$ cat src/rtl/pipeline_ctrl_pkg.sv
// Shared types for the pipeline stall/flush controller.
// No logic; types only.
// Imported by pipeline_ctrl and its testbench.
package pipeline_ctrl_pkg;

    // Controller mode: normal flow, waiting on dmem, or stopped by halt.
    typedef enum logic [1:0] {
        RUN      = 2'd0,
        MEM_WAIT = 2'd1,
        HALTED   = 2'd2
    } pctrl_state_t;

    // Which rule governs the current cycle, in priority order.
    typedef enum logic [2:0] {
        CAUSE_NONE    = 3'd0,
        CAUSE_HALT    = 3'd1,
        CAUSE_MEM     = 3'd2,
        CAUSE_BRANCH  = 3'd3,
        CAUSE_LOADUSE = 3'd4,
        CAUSE_IMISS   = 3'd5
    } stall_cause_t;

endpackage

$ cat src/rtl/pipeline_ctrl_sat_counter.sv
// Saturating up-counter with synchronous clear.
// Latency: out reflects inc one cycle later.
// Backpressure: none; holds at all-ones once saturated.
// Ports: CLK clock, clr sync clear (wins over inc), inc count enable, out count value.
module sat_counter #(
    parameter int W = 32
) (
    input  logic         CLK,
    input  logic         clr,
    input  logic         inc,
    output logic [W-1:0] out
);

    always_ff @(posedge CLK) begin
        if (clr) begin
            out <= '0;
        end else if (inc && (out != '1)) begin
            out <= out + W'(1);
        end
    end

endmodule

$ cat src/rtl/pipeline_ctrl.sv
// Stall/flush/valid arbiter for an in-order pipeline; drives pipe register enables and PC enable.
// Latency: en/flush/pc_en are combinational from inputs and state; valid/halted/counters are registered.
// Backpressure: dmem miss freezes the whole pipe; imem miss bubbles IF/ID while downstream drains.
// Ports: CLK/RST (sync, active high); ihit, dhit, mem_req, br_taken, ex_dREN, ex_wsel, id_rs, id_rt,
//        wb_halt hazard inputs; pc_en, en, flush, valid, halted control outputs; cyc_cnt, stall_cnt,
//        flush_cnt saturating performance counters.
module pipeline_ctrl
    import pipeline_ctrl_pkg::*;
#(
    parameter int NSTAGES   = 5,
    parameter int EX_STAGE  = 2,
    parameter int MEM_STAGE = 3,
    parameter int REGW      = 5,
    parameter int CNTW      = 32
) (
    input  logic               CLK,
    input  logic               RST,
    input  logic               ihit,
    input  logic               dhit,
    input  logic               mem_req,
    input  logic               br_taken,
    input  logic               ex_dREN,
    input  logic [REGW-1:0]    ex_wsel,
    input  logic [REGW-1:0]    id_rs,
    input  logic [REGW-1:0]    id_rt,
    input  logic               wb_halt,
    output logic               pc_en,
    output logic [NSTAGES-2:0] en,
    output logic [NSTAGES-2:0] flush,
    output logic [NSTAGES-2:0] valid,
    output logic               halted,
    output logic [CNTW-1:0]    cyc_cnt,
    output logic [CNTW-1:0]    stall_cnt,
    output logic [CNTW-1:0]    flush_cnt
);

    localparam int NP = NSTAGES - 1;

    pctrl_state_t state, state_nxt;
    stall_cause_t cause;

    // Stage s is valid when the register feeding it (s-1) is valid.
    logic id_vld, ex_vld, mem_vld, wb_vld;
    logic mem_stall, branch, load_use;
    logic cnt_run;
    logic [NP-1:0] valid_in;

    assign id_vld  = valid[0];
    assign ex_vld  = valid[EX_STAGE-1];
    assign mem_vld = valid[MEM_STAGE-1];
    assign wb_vld  = valid[NSTAGES-2];

    assign mem_stall = mem_vld & mem_req & ~dhit;
    assign branch    = ex_vld & br_taken;
    // r0 never carries a real dependency; ID must hold a real instruction.
    assign load_use  = ex_vld & id_vld & ex_dREN & (ex_wsel != '0) &
                       ((ex_wsel == id_rs) | (ex_wsel == id_rt));

    always_comb begin
        cause = CAUSE_NONE;
        if (state == HALTED)  cause = CAUSE_HALT;
        else if (mem_stall)   cause = CAUSE_MEM;
        else if (branch)      cause = CAUSE_BRANCH;
        else if (load_use)    cause = CAUSE_LOADUSE;
        else if (!ihit)       cause = CAUSE_IMISS;
    end

    always_comb begin
        pc_en = 1'b1;
        en    = '1;
        flush = '0;
        if (RST) begin
            pc_en = 1'b0;
            en    = '0;
            flush = '1;
        end else begin
            case (cause)
                CAUSE_HALT, CAUSE_MEM: begin
                    pc_en = 1'b0;
                    en    = '0;
                end
                CAUSE_BRANCH: begin
                    // Squash everything younger than the branch.
                    for (int k = 0; k < NP; k++) begin
                        if (k < EX_STAGE) flush[k] = 1'b1;
                    end
                end
                CAUSE_LOADUSE: begin
                    // Hold the dependent instruction and everything behind it; bubble into EX.
                    pc_en = 1'b0;
                    for (int k = 0; k < NP; k++) begin
                        if (k < EX_STAGE - 1) en[k] = 1'b0;
                    end
                    flush[EX_STAGE-1] = 1'b1;
                end
                CAUSE_IMISS: begin
                    pc_en    = 1'b0;
                    flush[0] = 1'b1;
                end
                default: ;
            endcase
        end
    end

    always_comb begin
        state_nxt = state;
        case (state)
            RUN:      if (mem_stall)  state_nxt = MEM_WAIT;
            MEM_WAIT: if (!mem_stall) state_nxt = RUN;
            default:  state_nxt = HALTED;
        endcase
        if (wb_vld && wb_halt) state_nxt = HALTED;
    end

    // IF is always valid, so register 0 loads a constant 1.
    assign valid_in = {valid[NP-2:0], 1'b1};

    always_ff @(posedge CLK) begin
        if (RST) begin
            state <= RUN;
            valid <= '0;
        end else begin
            state <= state_nxt;
            valid <= ~flush & ((en & valid_in) | (~en & valid));
        end
    end

    assign halted  = (state == HALTED);
    assign cnt_run = ~RST & ~halted;

    sat_counter #(.W(CNTW)) u_cyc_cnt (
        .CLK (CLK),
        .clr (RST),
        .inc (cnt_run),
        .out (cyc_cnt)
    );

    sat_counter #(.W(CNTW)) u_stall_cnt (
        .CLK (CLK),
        .clr (RST),
        .inc (cnt_run & ~pc_en),
        .out (stall_cnt)
    );

    sat_counter #(.W(CNTW)) u_flush_cnt (
        .CLK (CLK),
        .clr (RST),
        .inc (cnt_run & (cause == CAUSE_BRANCH)),
        .out (flush_cnt)
    );

endmodule

$ cat config.mk
export PLATFORM = sky130hd
export DESIGN_NAME = pipeline_ctrl
export DESIGN_NICKNAME = d
export VERILOG_FILES = /design/src/rtl/pipeline_ctrl_pkg.sv /design/src/rtl/pipeline_ctrl_sat_counter.sv /design/src/rtl/pipeline_ctrl.sv
export SDC_FILE = /design/constraint.sdc
export NUM_CORES = 1
export LEC_CHECK = 0
export CAP_MARGIN = 20
export CORE_MARGIN = 5
export CORE_UTILIZATION = 41
export DETAILED_ROUTE_END_ITERATION = 10
export PLACE_DENSITY = 0.77
export SLEW_MARGIN = 0
export SYNTH_ARGS = -nofsm -noshare
export SYNTH_HDL_FRONTEND = slang
export SYNTH_HIERARCHICAL = 1
export SYNTH_SLANG_ARGS = --single-unit
$ cat constraint.sdc
create_clock -name CLK -period 3.8 [get_ports CLK]
set_clock_uncertainty 0.2 [all_clocks]
set_input_delay 0.38 -clock CLK [delete_from_list [all_inputs] [get_ports CLK]]
set_output_delay 0.38 -clock CLK [all_outputs]
set_load 0.05 [all_outputs]
==> impl_metrics.xml, run 1 <==
<?xml version="1.0" encoding="UTF-8"?>
<metrics>
  <group name="sta">
    <metric name="final.period_utilization" unit="%">86.57</metric>
    <metric name="slew_limit_headroom" unit="%">53.40</metric>
    <metric name="worst-slew-pin-transition" unit="ns">0.6936</metric>
    <metric name="setup_tns" unit="ns">0</metric>
    <metric name="worst_setup_slack_final" unit="ns">0.5104</metric>
    <metric name="final-hold-violation-count" unit="">0</metric>
    <metric name="slew_viol_final" unit="">0</metric>
    <metric name="min_period" unit="ns">3.290</metric>
    <metric name="rsz_0062_raised_after_global_routing" unit="">false</metric>
    <metric name="setup_viol" unit="">0</metric>
    <metric name="highest_clock_frequency_the_design_can_meet" unit="GHz">0.3040</metric>
    <metric name="hold_ws" unit="ns">0.2868</metric>
  </group>
  <group name="cts">
    <metric name="cts_repair_resize_count" unit="">0</metric>
    <metric name="clkTransAtPathRegs" unit="ns">0.07</metric>
    <metric name="clk-insertion-delay-late" unit="ns">0.34</metric>
    <metric name="postCtsSetupRepairBufs" unit="">0</metric>
    <metric name="number_of_buffers_created_by_cts" unit="">9</metric>
    <metric name="clockRootBuffer" unit="">sky130_fd_sc_hd__clkbuf_16</metric>
    <metric name="cts_tree" unit="">yes</metric>
    <metric name="tritoncts_num_sinks" unit="">102</metric>
    <metric name="ctsLongestPathBuffers" unit="">2</metric>
    <metric name="hold_buffers" unit="">0</metric>
    <metric name="cts_htree_levels" unit="">3</metric>
  </group>
  <group name="drt">
    <metric name="postRouteWirelength" unit="mm">15.71</metric>
    <metric name="remaining_drc_errors" unit="">0</metric>
    <metric name="first_pass_iters" unit="">5</metric>
    <metric name="route.detailed.vias_per_inst" unit="">5.915</metric>
    <metric name="detail_route.wl_per_cell" unit="um">16.31</metric>
    <metric name="detail-route-antenna-nets" unit="">0</metric>
    <metric name="drt-initial-drc-count" unit="">418</metric>
    <metric name="via_count" unit="">5696</metric>
  </group>
  <group name="final_layout">
    <metric name="multi_input_comb_area" unit="um2">3296</metric>
    <metric name="post_route_cells_drive_above_1_share" unit="%">8.132</metric>
    <metric name="layout.area.seq" unit="um2">2042</metric>
    <metric name="areaGrowthSynthToFinish" unit="%">33.17</metric>
    <metric name="insertedDiodeCount" unit="">0</metric>
    <metric name="fillcell_total" unit="">1176</metric>
    <metric name="layout.cells.most_common" unit="">sky130_fd_sc_hd__clkdlybuf4s50_1</metric>
    <metric name="nNetsFinal" unit="">808</metric>
    <metric name="finalCoreUtilization" unit="%">55.49</metric>
    <metric name="highest_count_cells_in_the_layout_ignoring_fill_and_taps" unit="">sky130_fd_sc_hd__clkdlybuf4s50_1 (130), sky130_fd_sc_hd__dfxtp_1 (102), sky130_fd_sc_hd__a21oi_1 (70)</metric>
  </group>
  <group name="power">
    <metric name="power.internal" unit="mW">1.726</metric>
    <metric name="ir_worst_vdd" unit="uV">198.1</metric>
    <metric name="power.share.clock" unit="%">43.8</metric>
    <metric name="seq_power_share" unit="%">48.3</metric>
    <metric name="switching_share" unit="%">23.14</metric>
    <metric name="power.share.combinational" unit="%">7.9</metric>
    <metric name="leakage" unit="nW">2.203</metric>
    <metric name="pwr_density_cell" unit="nW/um2">305.6</metric>
    <metric name="total_switching_power" unit="mW">0.5197</metric>
    <metric name="power" unit="mW">2.246</metric>
  </group>
  <group name="die">
    <metric name="top_level_ports" unit="">133</metric>
    <metric name="core" unit="um2">13240</metric>
    <metric name="die_area" unit="um2">15880</metric>
    <metric name="initial_core_util" unit="%">41.67</metric>
    <metric name="die-width" unit="um">126.0</metric>
    <metric name="die_height" unit="um">126.0</metric>
    <metric name="rows" unit="">42</metric>
  </group>
  <group name="global_route">
    <metric name="globalRouteTotalUtil" unit="%">19.09</metric>
    <metric name="grt.overflow.total" unit="">0</metric>
    <metric name="antenna_found_initial" unit="">0</metric>
    <metric name="gr-usage-met1" unit="%">23.77</metric>
    <metric name="grt_start_max_net_pins" unit="">64</metric>
    <metric name="global_route.peak_usage_layer" unit="">met2</metric>
    <metric name="grt.met3_usage" unit="%">4.784</metric>
    <metric name="grt_first_pass_wirelength" unit="mm">25.81</metric>
    <metric name="first_global_vias" unit="">5269</metric>
    <metric name="grt_use_met2" unit="%">32.14</metric>
  </group>
  <group name="worst_hold_path">
    <metric name="hold_class" unit="">reg2reg</metric>
  </group>
  <group name="synth">
    <metric name="syn-instance-count" unit="">662</metric>
    <metric name="mappedNetlistNets" unit="">688</metric>
    <metric name="synth_largest_type_area_fraction" unit="%">37.01</metric>
    <metric name="mappedNetlistArea" unit="um2">5518</metric>
    <metric name="postSynth.topFlopCell" unit="">sky130_fd_sc_hd__dfxtp_1</metric>
    <metric name="netlist_top_cells_area" unit="">sky130_fd_sc_hd__dfxtp_1 (37%), sky130_fd_sc_hd__a21oi_1 (6.3%), sky130_fd_sc_hd__o31ai_1 (4.9%), sky130_fd_sc_hd__or4_1 (4.9%), sky130_fd_sc_hd__nand3_1 (3.8%)</metric>
    <metric name="asyncSetResetFlopFracSynth" unit="%">0</metric>
    <metric name="ys.warnings.count" unit="">6</metric>
    <metric name="yosys_register_bits" unit="">102</metric>
    <metric name="post_synth_num_cell_types" unit="">48</metric>
    <metric name="ys_seq_area_share" unit="%">37.01</metric>
    <metric name="synth-edff-count" unit="">0</metric>
    <metric name="yosysTopAreaCell" unit="">sky130_fd_sc_hd__dfxtp_1</metric>
    <metric name="syn_avg_cell_area" unit="um2">8.335</metric>
  </group>
  <group name="critical_path">
    <metric name="worst_ep_required_time" unit="ns">3.83</metric>
    <metric name="cp-end-kind" unit="">flop</metric>
    <metric name="worst-r2r-setup-slack" unit="ns">0.76</metric>
    <metric name="worstPathArrival" unit="ns">3.32</metric>
    <metric name="criticalPathCategory" unit="">in2reg</metric>
    <metric name="worstSetupStartpointType" unit="">input port</metric>
    <metric name="crit_path_max_fanout" unit="">7</metric>
    <metric name="critPathMaxStageDelay" unit="ns">0.56</metric>
    <metric name="cell_with_the_largest_stage_delay_on_the_worst_path" unit="">sky130_fd_sc_hd__nor4_2</metric>
    <metric name="worst_path_most_repeated_cell" unit="">sky130_fd_sc_hd__nand4_1</metric>
    <metric name="crit_chain" unit="">clkdlybuf4s50_1 -&gt; xnor2_1 -&gt; nand3_1 -&gt; nor3_2 -&gt; o21ai_2 -&gt; a31oi_1 -&gt; nand4_1 -&gt; nor4_2 -&gt; nand4_1 -&gt; nor4_1 -&gt; mux2_2</metric>
  </group>
  <group name="place">
    <metric name="post-dp-hpwl" unit="mm">11.64</metric>
    <metric name="finalWeightedCongestion" unit="">0.8834</metric>
    <metric name="placement.setup.worst_slack" unit="ns">0.1632</metric>
    <metric name="port-buffer-count" unit="">132</metric>
  </group>
  <group name="outcome">
    <metric name="result_of_the_run" unit="">complete, no violations</metric>
  </group>
  <group name="flow_run">
    <metric name="cap_violations" unit="">0</metric>
  </group>
</metrics>
cell families after synthesis:
group	synth area share (%)
XOR/XNOR	4.921
adder cells (fa/ha/maj)	0.6803
flip-flops	37.01
AO/OA/AOI/OAI	18.71
multiplexers	1.769
AND/OR/NAND/NOR	33.31
buffers and inverters	3.605
state kept, by name, summed over array words and instances, names as in the netlist:
signal and count:
u_cyc_cnt/out 32, u_stall_cnt/out 32, state 2, valid 4, u_flush_cnt/out 32
synthesized netlist by cell type (5+ instances only):
cell and count:
sky130_fd_sc_hd__dfxtp_1 102, sky130_fd_sc_hd__a21oi_1 70, sky130_fd_sc_hd__nor2_1 53, sky130_fd_sc_hd__nand3_1 42, sky130_fd_sc_hd__o31ai_1 36, sky130_fd_sc_hd__or4_1 36, sky130_fd_sc_hd__nand2_1 32, sky130_fd_sc_hd__nand4_1 30
sky130_fd_sc_hd__or3_1 30, sky130_fd_sc_hd__clkbuf_1 26, sky130_fd_sc_hd__o21ai_0 25, sky130_fd_sc_hd__xnor2_1 24, sky130_fd_sc_hd__and4_1 12, sky130_fd_sc_hd__nor4_1 12, sky130_fd_sc_hd__nor3_1 10, sky130_fd_sc_hd__and3_1 9
sky130_fd_sc_hd__buf_2 9, sky130_fd_sc_hd__nor3b_1 8, sky130_fd_sc_hd__inv_1 7, sky130_fd_sc_hd__nor2b_1 7, sky130_fd_sc_hd__xor2_1 7, sky130_fd_sc_hd__a2111oi_0 6, sky130_fd_sc_hd__and2_1 5
area by class of cell:
type / instances / share of cell area [%]
Timing Repair Buffer: 148 / 19.72
Sequential cell: 102 / 27.79
Clock buffer: 11 / 3.167
Inverter: 7 / 0.3576
Multi-Input combinational cell: 514 / 44.85
Tap cell: 176 / 2.997
Clock inverter: 5 / 1.124
layer usage:
layer / part of all wire (%) / wire length (um)
met1: 44 / 6833
met2: 49 / 7641
met3: 6.1 / 958
met4: 1.7 / 271
met5: 0 / 0
path summary, 6_finish.rpt:
kind,start,to,depth (start not counted)
worst max-delay path,ex_wsel[4],u_stall_cnt/out[31],11
worst min-delay path,state[1],state[1],2
worst min register to register,state[1],state[1],2
worst max register to register,valid[2],u_stall_cnt/out[31],9
power by group through the flow:
stage                     clock network [mW]  logic [mW]  registers, mW
final                                  0.983       0.178           1.09
after global routing                    1.05       0.190           1.09
after CTS                               1.01       0.179           1.09
after detailed placement                   0       0.179           1.11
after global placement                     0       0.175           1.11
after floorplan                            0      0.0857           1.13
worst max-delay path, delay by kind of cell:
kind,cells,cell delay (ns)
xor+xnor,1,0.14
simple gates,6,1.50
compound gates,2,0.38
mux,1,0.37
buf+inv,1,0.54
through the flow:
step	area, um2	cells
floorplan	5518	662
global placement	7033	947
detailed placement	7033	947
CTS	7348	963
global route	7348	963
finish	7348	963
Note: power is estimated with default switching activity, not from simulation.
==> inputs of run 2 (changes only) <==
Settings changed: PLACE_DENSITY 0.77 to 0.7.
Clock period 3.8 ns to 3.55 ns, I/O delays scaled along.
==> run 2 against run 1 <==
  * Combinational power increased by 6%
  * Worst setup slack got worse by 0.062 ns
  * Critical path type is now in2out
  * Global-route usage decreased by 0.14 points
  * Register-to-register slack got worse by 0.04 ns
  * Non-clock buffer count increased by 2
  * Highest routed layer is now met5
  * Die area unchanged
  * Cell count increased by 0.21%
  * Utilization increased by 0.60 points
  * Critical path depth decreased by 4
==> impl_metrics.xml, run 2 (same netlist as run 1, synthesis figures left out) <==
<?xml version="1.0" encoding="UTF-8"?>
<metrics>
  <group name="cts">
    <metric name="cts_tree" unit="">yes</metric>
    <metric name="tritoncts_num_sinks" unit="">102</metric>
    <metric name="cts_htree_levels" unit="">3</metric>
    <metric name="cts_repair_resize_count" unit="">0</metric>
    <metric name="clk-insertion-delay-late" unit="ns">0.34</metric>
    <metric name="postCtsSetupRepairBufs" unit="">0</metric>
    <metric name="number_of_buffers_created_by_cts" unit="">9</metric>
    <metric name="clockRootBuffer" unit="">sky130_fd_sc_hd__clkbuf_16</metric>
    <metric name="ctsLongestPathBuffers" unit="">2</metric>
    <metric name="clkTransAtPathRegs" unit="ns">0.06</metric>
    <metric name="hold_buffers" unit="">0</metric>
  </group>
  <group name="final_layout">
    <metric name="layout.cells.most_common" unit="">sky130_fd_sc_hd__clkdlybuf4s50_1</metric>
    <metric name="largest_registers" unit="">u_cyc_cnt/out x32, u_flush_cnt/out x32, u_stall_cnt/out x32</metric>
    <metric name="fillcell_total" unit="">1217</metric>
    <metric name="nNetsFinal" unit="">810</metric>
    <metric name="post_route_cells_drive_above_1_share" unit="%">8.745</metric>
    <metric name="layout.cell_area.non_filler" unit="um2">7427</metric>
    <metric name="insertedDiodeCount" unit="">0</metric>
    <metric name="final_cell_count_no_fill" unit="">965</metric>
    <metric name="areaGrowthSynthToFinish" unit="%">34.60</metric>
    <metric name="highest_count_cells_in_the_layout_ignoring_fill_and_taps" unit="">sky130_fd_sc_hd__clkdlybuf4s50_1 (129), sky130_fd_sc_hd__dfxtp_1 (102), sky130_fd_sc_hd__a21oi_1 (70)</metric>
    <metric name="finalCoreUtilization" unit="%">56.08</metric>
  </group>
  <group name="place">
    <metric name="placement.setup.worst_slack" unit="ns">0.06749</metric>
    <metric name="post-dp-hpwl" unit="mm">11.31</metric>
    <metric name="placed_area" unit="um2">7046</metric>
    <metric name="port-buffer-count" unit="">132</metric>
    <metric name="dp.cells" unit="">949</metric>
    <metric name="finalWeightedCongestion" unit="">0.9216</metric>
  </group>
  <group name="power">
    <metric name="power" unit="mW">2.586</metric>
    <metric name="ir_worst_vdd" unit="uV">186.1</metric>
    <metric name="pwr_density_cell" unit="nW/um2">348.1</metric>
    <metric name="leakage" unit="nW">2.245</metric>
  </group>
  <group name="drt">
    <metric name="route.met3.wl" unit="um">993</metric>
    <metric name="drt-initial-drc-count" unit="">272</metric>
    <metric name="met2WireLength" unit="mm">7.200</metric>
    <metric name="via_count" unit="">5616</metric>
    <metric name="met1_length" unit="mm">6.840</metric>
    <metric name="route.detailed.vias_per_inst" unit="">5.820</metric>
    <metric name="postRouteWirelength" unit="mm">15.29</metric>
    <metric name="remaining_drc_errors" unit="">0</metric>
    <metric name="first_pass_iters" unit="">5</metric>
    <metric name="detail-route-antenna-nets" unit="">0</metric>
    <metric name="detail_route.wl_per_cell" unit="um">15.85</metric>
    <metric name="dr.max_layer_used" unit="">met5</metric>
  </group>
  <group name="sta">
    <metric name="rsz_0062_raised_after_global_routing" unit="">false</metric>
    <metric name="hold_ws" unit="ns">0.2870</metric>
    <metric name="setup_viol" unit="">0</metric>
    <metric name="highest_clock_frequency_the_design_can_meet" unit="GHz">0.3225</metric>
    <metric name="min_period" unit="ns">3.101</metric>
    <metric name="worst_setup_slack_final" unit="ns">0.4488</metric>
    <metric name="final-hold-violation-count" unit="">0</metric>
    <metric name="slew_viol_final" unit="">0</metric>
    <metric name="final.period_utilization" unit="%">87.36</metric>
    <metric name="setup_tns" unit="ns">0</metric>
    <metric name="slew_limit_headroom" unit="%">52.32</metric>
    <metric name="worst-slew-pin-transition" unit="ns">0.7152</metric>
  </group>
  <group name="die">
    <metric name="rows" unit="">42</metric>
    <metric name="die_height" unit="um">126.0</metric>
    <metric name="die-width" unit="um">126.0</metric>
    <metric name="initial_core_util" unit="%">41.67</metric>
    <metric name="die_area" unit="um2">15880</metric>
    <metric name="core" unit="um2">13240</metric>
    <metric name="top_level_ports" unit="">133</metric>
  </group>
  <group name="global_route">
    <metric name="grt_first_pass_wirelength" unit="mm">25.58</metric>
    <metric name="globalRouteTotalUtil" unit="%">18.96</metric>
    <metric name="grt.overflow.total" unit="">0</metric>
    <metric name="grt_start_max_net_pins" unit="">70</metric>
    <metric name="antenna_found_initial" unit="">1</metric>
    <metric name="first_global_vias" unit="">5283</metric>
  </group>
  <group name="flow_run">
    <metric name="cap_violations" unit="">0</metric>
  </group>
  <group name="critical_path">
    <metric name="worst_ep_required_time" unit="ns">2.99</metric>
    <metric name="criticalPathCategory" unit="">in2out</metric>
    <metric name="worstPathArrival" unit="ns">2.55</metric>
    <metric name="crit_path_max_fanout" unit="">7</metric>
    <metric name="worstSetupStartpointType" unit="">input port</metric>
    <metric name="cp-end-kind" unit="">primary output</metric>
  </group>
  <group name="outcome">
    <metric name="result_of_the_run" unit="">complete, no violations</metric>
  </group>
  <group name="worst_hold_path">
    <metric name="hold_class" unit="">reg2reg</metric>
  </group>
</metrics>
-- run 2: cell count changes in the layout (fill, tap and decap cells not counted) --
cell,delta
sky130_fd_sc_hd__clkbuf_8,+2
sky130_fd_sc_hd__inv_6,-1
sky130_fd_sc_hd__buf_4,+3
sky130_fd_sc_hd__bufinv_16,+2
sky130_fd_sc_hd__clkdlybuf4s50_1,-1
sky130_fd_sc_hd__clkinv_2,-1
sky130_fd_sc_hd__clkbuf_1,-2
-- run 2: worst paths after layout --
check / startpoint / endpoint / slack [ns] / cells after the start
setup / recovery: ex_wsel[0] / flush[0] / 0.45 / 7
hold / removal: state[1] / state[1] / 0.29 / 2
setup reg to reg: valid[1] / u_stall_cnt/out[31] / 0.72 / 10
hold reg to reg: state[1] / state[1] / 0.29 / 2
-- run 2: area by class of cell --
type                            count  area [um2]  area share (%)
Clock buffer                       11       252.7           3.403
Clock inverter                      5       128.9           1.735
Inverter                            7       26.28          0.3538
Multi-Input combinational cell    514        3296           44.37
Sequential cell                   102        2042           27.49
Tap cell                          176       220.2           2.965
Timing Repair Buffer              150        1461           19.68
-- run 2: critical path, stage by stage --
cell and delay, ns:
sky130_fd_sc_hd__clkdlybuf4s50_1 0.54, sky130_fd_sc_hd__xnor2_1 0.15, sky130_fd_sc_hd__nand3_1 0.12, sky130_fd_sc_hd__nor3_2 0.20, sky130_fd_sc_hd__o21ai_2 0.13, sky130_fd_sc_hd__a221o_1 0.33
sky130_fd_sc_hd__clkdlybuf4s50_1 0.72
-- run 2: per-layer routing --
| layer | GRT usage, % | vias to the layer above |
|---|---|---|
| met4 | 6.435 | 2 |
| met3 | 4.530 | 21 |
| li1 | - | 2779 |
| met1 | 24.50 | 2641 |
| met2 | 31.11 | 173 |
| met5 | 0 | - |
-- run 2: power breakdown --
| part | internal (mW) | switching (mW) |
|---|---|---|
| clock network | 0.800 | 0.435 |
| logic | 0.0749 | 0.114 |
| registers | 1.15 | 0.0110 |
==> inputs of run 3 (changes only) <==
Settings changed: CORE_UTILIZATION 41 to 48, PLACE_DENSITY 0.7 to 0.8.
==> run 3 against run 2 <==
  * Utilization increased by 8.8 points
  * Critical path depth increased by 1
  * Hold slack improved by 0.016 ns
  * Count of clock-buffer cells in the layout increased by 1
  * Cell count decreased by 3.3%
  * Routed wire length increased by 0.89%
  * First-iteration DRC count increased by 70%
  * Fmax decreased by 3.9%
  * Sequential power about the same
  * Sequential share of layout area increased by 0.31 points
  * Via count increased by 0.84%
  * Total power decreased by 8.4%
==> impl_metrics.xml, run 3 (same netlist as run 1, synthesis figures left out) <==
<?xml version="1.0" encoding="UTF-8"?>
<metrics>
  <group name="power">
    <metric name="ir_worst_vdd" unit="uV">205.9</metric>
    <metric name="leakage" unit="nW">2.222</metric>
    <metric name="pwr_density_cell" unit="nW/um2">322.5</metric>
  </group>
  <group name="final_layout">
    <metric name="areaGrowthSynthToFinish" unit="%">33.08</metric>
    <metric name="largest_registers" unit="">u_cyc_cnt/out x32, u_flush_cnt/out x32, u_stall_cnt/out x32</metric>
    <metric name="finalCoreUtilization" unit="%">64.87</metric>
    <metric name="insertedDiodeCount" unit="">0</metric>
    <metric name="layout.area.seq" unit="um2">2042</metric>
    <metric name="post_route_cells_drive_above_1_share" unit="%">8.734</metric>
    <metric name="fillcell_total" unit="">958</metric>
    <metric name="layout.cells.most_common" unit="">sky130_fd_sc_hd__clkdlybuf4s50_1</metric>
    <metric name="multi_input_comb_area" unit="um2">3296</metric>
    <metric name="highest_count_cells_in_the_layout_ignoring_fill_and_taps" unit="">sky130_fd_sc_hd__clkdlybuf4s50_1 (130), sky130_fd_sc_hd__dfxtp_1 (102), sky130_fd_sc_hd__a21oi_1 (70)</metric>
    <metric name="nNetsFinal" unit="">812</metric>
  </group>
  <group name="die">
    <metric name="top_level_ports" unit="">133</metric>
    <metric name="core" unit="um2">11320</metric>
    <metric name="die_area" unit="um2">13740</metric>
    <metric name="die_height" unit="um">117.2</metric>
    <metric name="rows" unit="">39</metric>
    <metric name="die-width" unit="um">117.2</metric>
    <metric name="initial_core_util" unit="%">48.74</metric>
  </group>
  <group name="sta">
    <metric name="slew_viol_final" unit="">0</metric>
    <metric name="final.period_utilization" unit="%">90.94</metric>
    <metric name="highest_clock_frequency_the_design_can_meet" unit="GHz">0.3098</metric>
    <metric name="worst-slew-pin-transition" unit="ns">0.6620</metric>
    <metric name="final-hold-violation-count" unit="">0</metric>
    <metric name="setup_tns" unit="ns">0</metric>
    <metric name="rsz_0062_raised_after_global_routing" unit="">false</metric>
    <metric name="worst_setup_slack_final" unit="ns">0.3217</metric>
    <metric name="slew_limit_headroom" unit="%">55.53</metric>
    <metric name="min_period" unit="ns">3.228</metric>
    <metric name="setup_viol" unit="">0</metric>
  </group>
  <group name="drt">
    <metric name="detail_route.wl_per_cell" unit="um">16.54</metric>
    <metric name="route.detailed.vias_per_inst" unit="">6.070</metric>
    <metric name="drt-initial-drc-count" unit="">463</metric>
    <metric name="postRouteWirelength" unit="mm">15.43</metric>
    <metric name="first_pass_iters" unit="">5</metric>
    <metric name="remaining_drc_errors" unit="">0</metric>
    <metric name="via_count" unit="">5663</metric>
    <metric name="detail-route-antenna-nets" unit="">0</metric>
  </group>
  <group name="worst_hold_path">
    <metric name="hold_class" unit="">reg2reg</metric>
    <metric name="whs_path_depth" unit="">2</metric>
  </group>
  <group name="critical_path">
    <metric name="cell_with_the_largest_stage_delay_on_the_worst_path" unit="">sky130_fd_sc_hd__clkdlybuf4s50_1</metric>
    <metric name="critical_path.startpoint" unit="">ex_wsel[4]</metric>
    <metric name="worst_r2r_path_depth" unit="">9</metric>
    <metric name="worst-r2r-setup-slack" unit="ns">0.77</metric>
    <metric name="criticalPathCategory" unit="">in2out</metric>
    <metric name="worstPathArrival" unit="ns">2.67</metric>
    <metric name="worstSetupStartpointType" unit="">input port</metric>
    <metric name="cp-end-kind" unit="">primary output</metric>
    <metric name="cp-endpoint" unit="">flush[1]</metric>
    <metric name="worst_path_most_repeated_cell" unit="">sky130_fd_sc_hd__clkdlybuf4s50_1</metric>
    <metric name="worst_ep_required_time" unit="ns">2.99</metric>
    <metric name="regToRegStartpoint" unit="">valid[2]</metric>
    <metric name="critPathMaxStageDelay" unit="ns">0.84</metric>
    <metric name="crit_path_max_fanout" unit="">6</metric>
    <metric name="worstReg2RegEnd" unit="">u_stall_cnt/out[31]</metric>
    <metric name="crit_chain" unit="">clkdlybuf4s50_1 -&gt; xnor2_1 -&gt; nand3_1 -&gt; nor3_2 -&gt; o21ai_2 -&gt; buf_4 -&gt; a21oi_1 -&gt; clkdlybuf4s50_1</metric>
  </group>
  <group name="cts">
    <metric name="clkTransAtPathRegs" unit="ns">0.06</metric>
    <metric name="cts_tree" unit="">yes</metric>
    <metric name="postCtsSetupRepairBufs" unit="">0</metric>
    <metric name="tritoncts_num_sinks" unit="">102</metric>
    <metric name="clk-insertion-delay-late" unit="ns">0.34</metric>
    <metric name="cts_htree_levels" unit="">3</metric>
    <metric name="clockRootBuffer" unit="">sky130_fd_sc_hd__clkbuf_16</metric>
    <metric name="ctsLongestPathBuffers" unit="">2</metric>
    <metric name="cts_repair_resize_count" unit="">0</metric>
    <metric name="number_of_buffers_created_by_cts" unit="">9</metric>
    <metric name="hold_buffers" unit="">0</metric>
  </group>
  <group name="global_route">
    <metric name="first_global_vias" unit="">5270</metric>
    <metric name="grt_use_met2" unit="%">37.10</metric>
    <metric name="gr-usage-met1" unit="%">28.17</metric>
    <metric name="globalRouteTotalUtil" unit="%">22.04</metric>
    <metric name="grt_start_max_net_pins" unit="">66</metric>
    <metric name="global_route.peak_usage_layer" unit="">met2</metric>
    <metric name="grt_first_pass_wirelength" unit="mm">24.83</metric>
    <metric name="grt.met3_usage" unit="%">5.501</metric>
    <metric name="grt.overflow.total" unit="">0</metric>
    <metric name="antenna_found_initial" unit="">0</metric>
  </group>
  <group name="place">
    <metric name="post-dp-hpwl" unit="mm">11.28</metric>
    <metric name="placement.setup.worst_slack" unit="ns">0.1606</metric>
    <metric name="port-buffer-count" unit="">132</metric>
    <metric name="finalWeightedCongestion" unit="">0.9206</metric>
  </group>
  <group name="outcome">
    <metric name="result_of_the_run" unit="">complete, no violations</metric>
  </group>
  <group name="flow_run">
    <metric name="cap_violations" unit="">0</metric>
  </group>
</metrics>
==> run 3: routing by layer <==
metal | wire length [um] | up-vias
met5 | 0 | -
li1 | - | 2782
met1 | 6670 | 2675
met3 | 1164 | 14
met2 | 7446 | 192
met4 | 148 | 0
==> run 3: cell type report <==
class | count | share of cell area [%]
Clock inverter | 3 | 0.5793
Multi-Input combinational cell | 514 | 44.88
Sequential cell | 102 | 27.81
Inverter | 7 | 0.3578
Timing Repair Buffer | 152 | 20.31
Tap cell | 143 | 2.437
Clock buffer | 12 | 3.629
==> run 3: critical path, delay by kind of cell <==
kind / cells / cell delay [ns]
buffers and inverters: 3 / 1.54
AND/OR/NAND/NOR: 2 / 0.33
AO/OA/AOI/OAI: 2 / 0.29
XOR/XNOR: 1 / 0.15
==> run 3: report_power, final <==
group	switching [mW]	internal (mW)
clock	0.416	0.600
combinational	0.115	0.0759
sequential	0.0106	1.15
total	0.542	1.83
==> run 3: worst min path at each step <==
stage / from / endpoint
floorplan: state[1] / state[1]
global placement: state[1] / state[1]
detailed placement: state[1] / state[1]
CTS: state[1] / state[1]
global route: state[1] / state[1]
finish: u_flush_cnt/out[23] / u_flush_cnt/out[23]
==> run 3: through the flow <==
step                hold slack (ns)  power, mW  cell area, um2  instances
floorplan                    0.2453      1.302            5518        662
global placement             0.2567      1.376            7034        918
detailed placement           0.2846      1.379            7034        918
CTS                          0.3008      2.387            7343        933
global route                 0.3297      2.452            7343        933
finish                       0.3028      2.368            7343        933
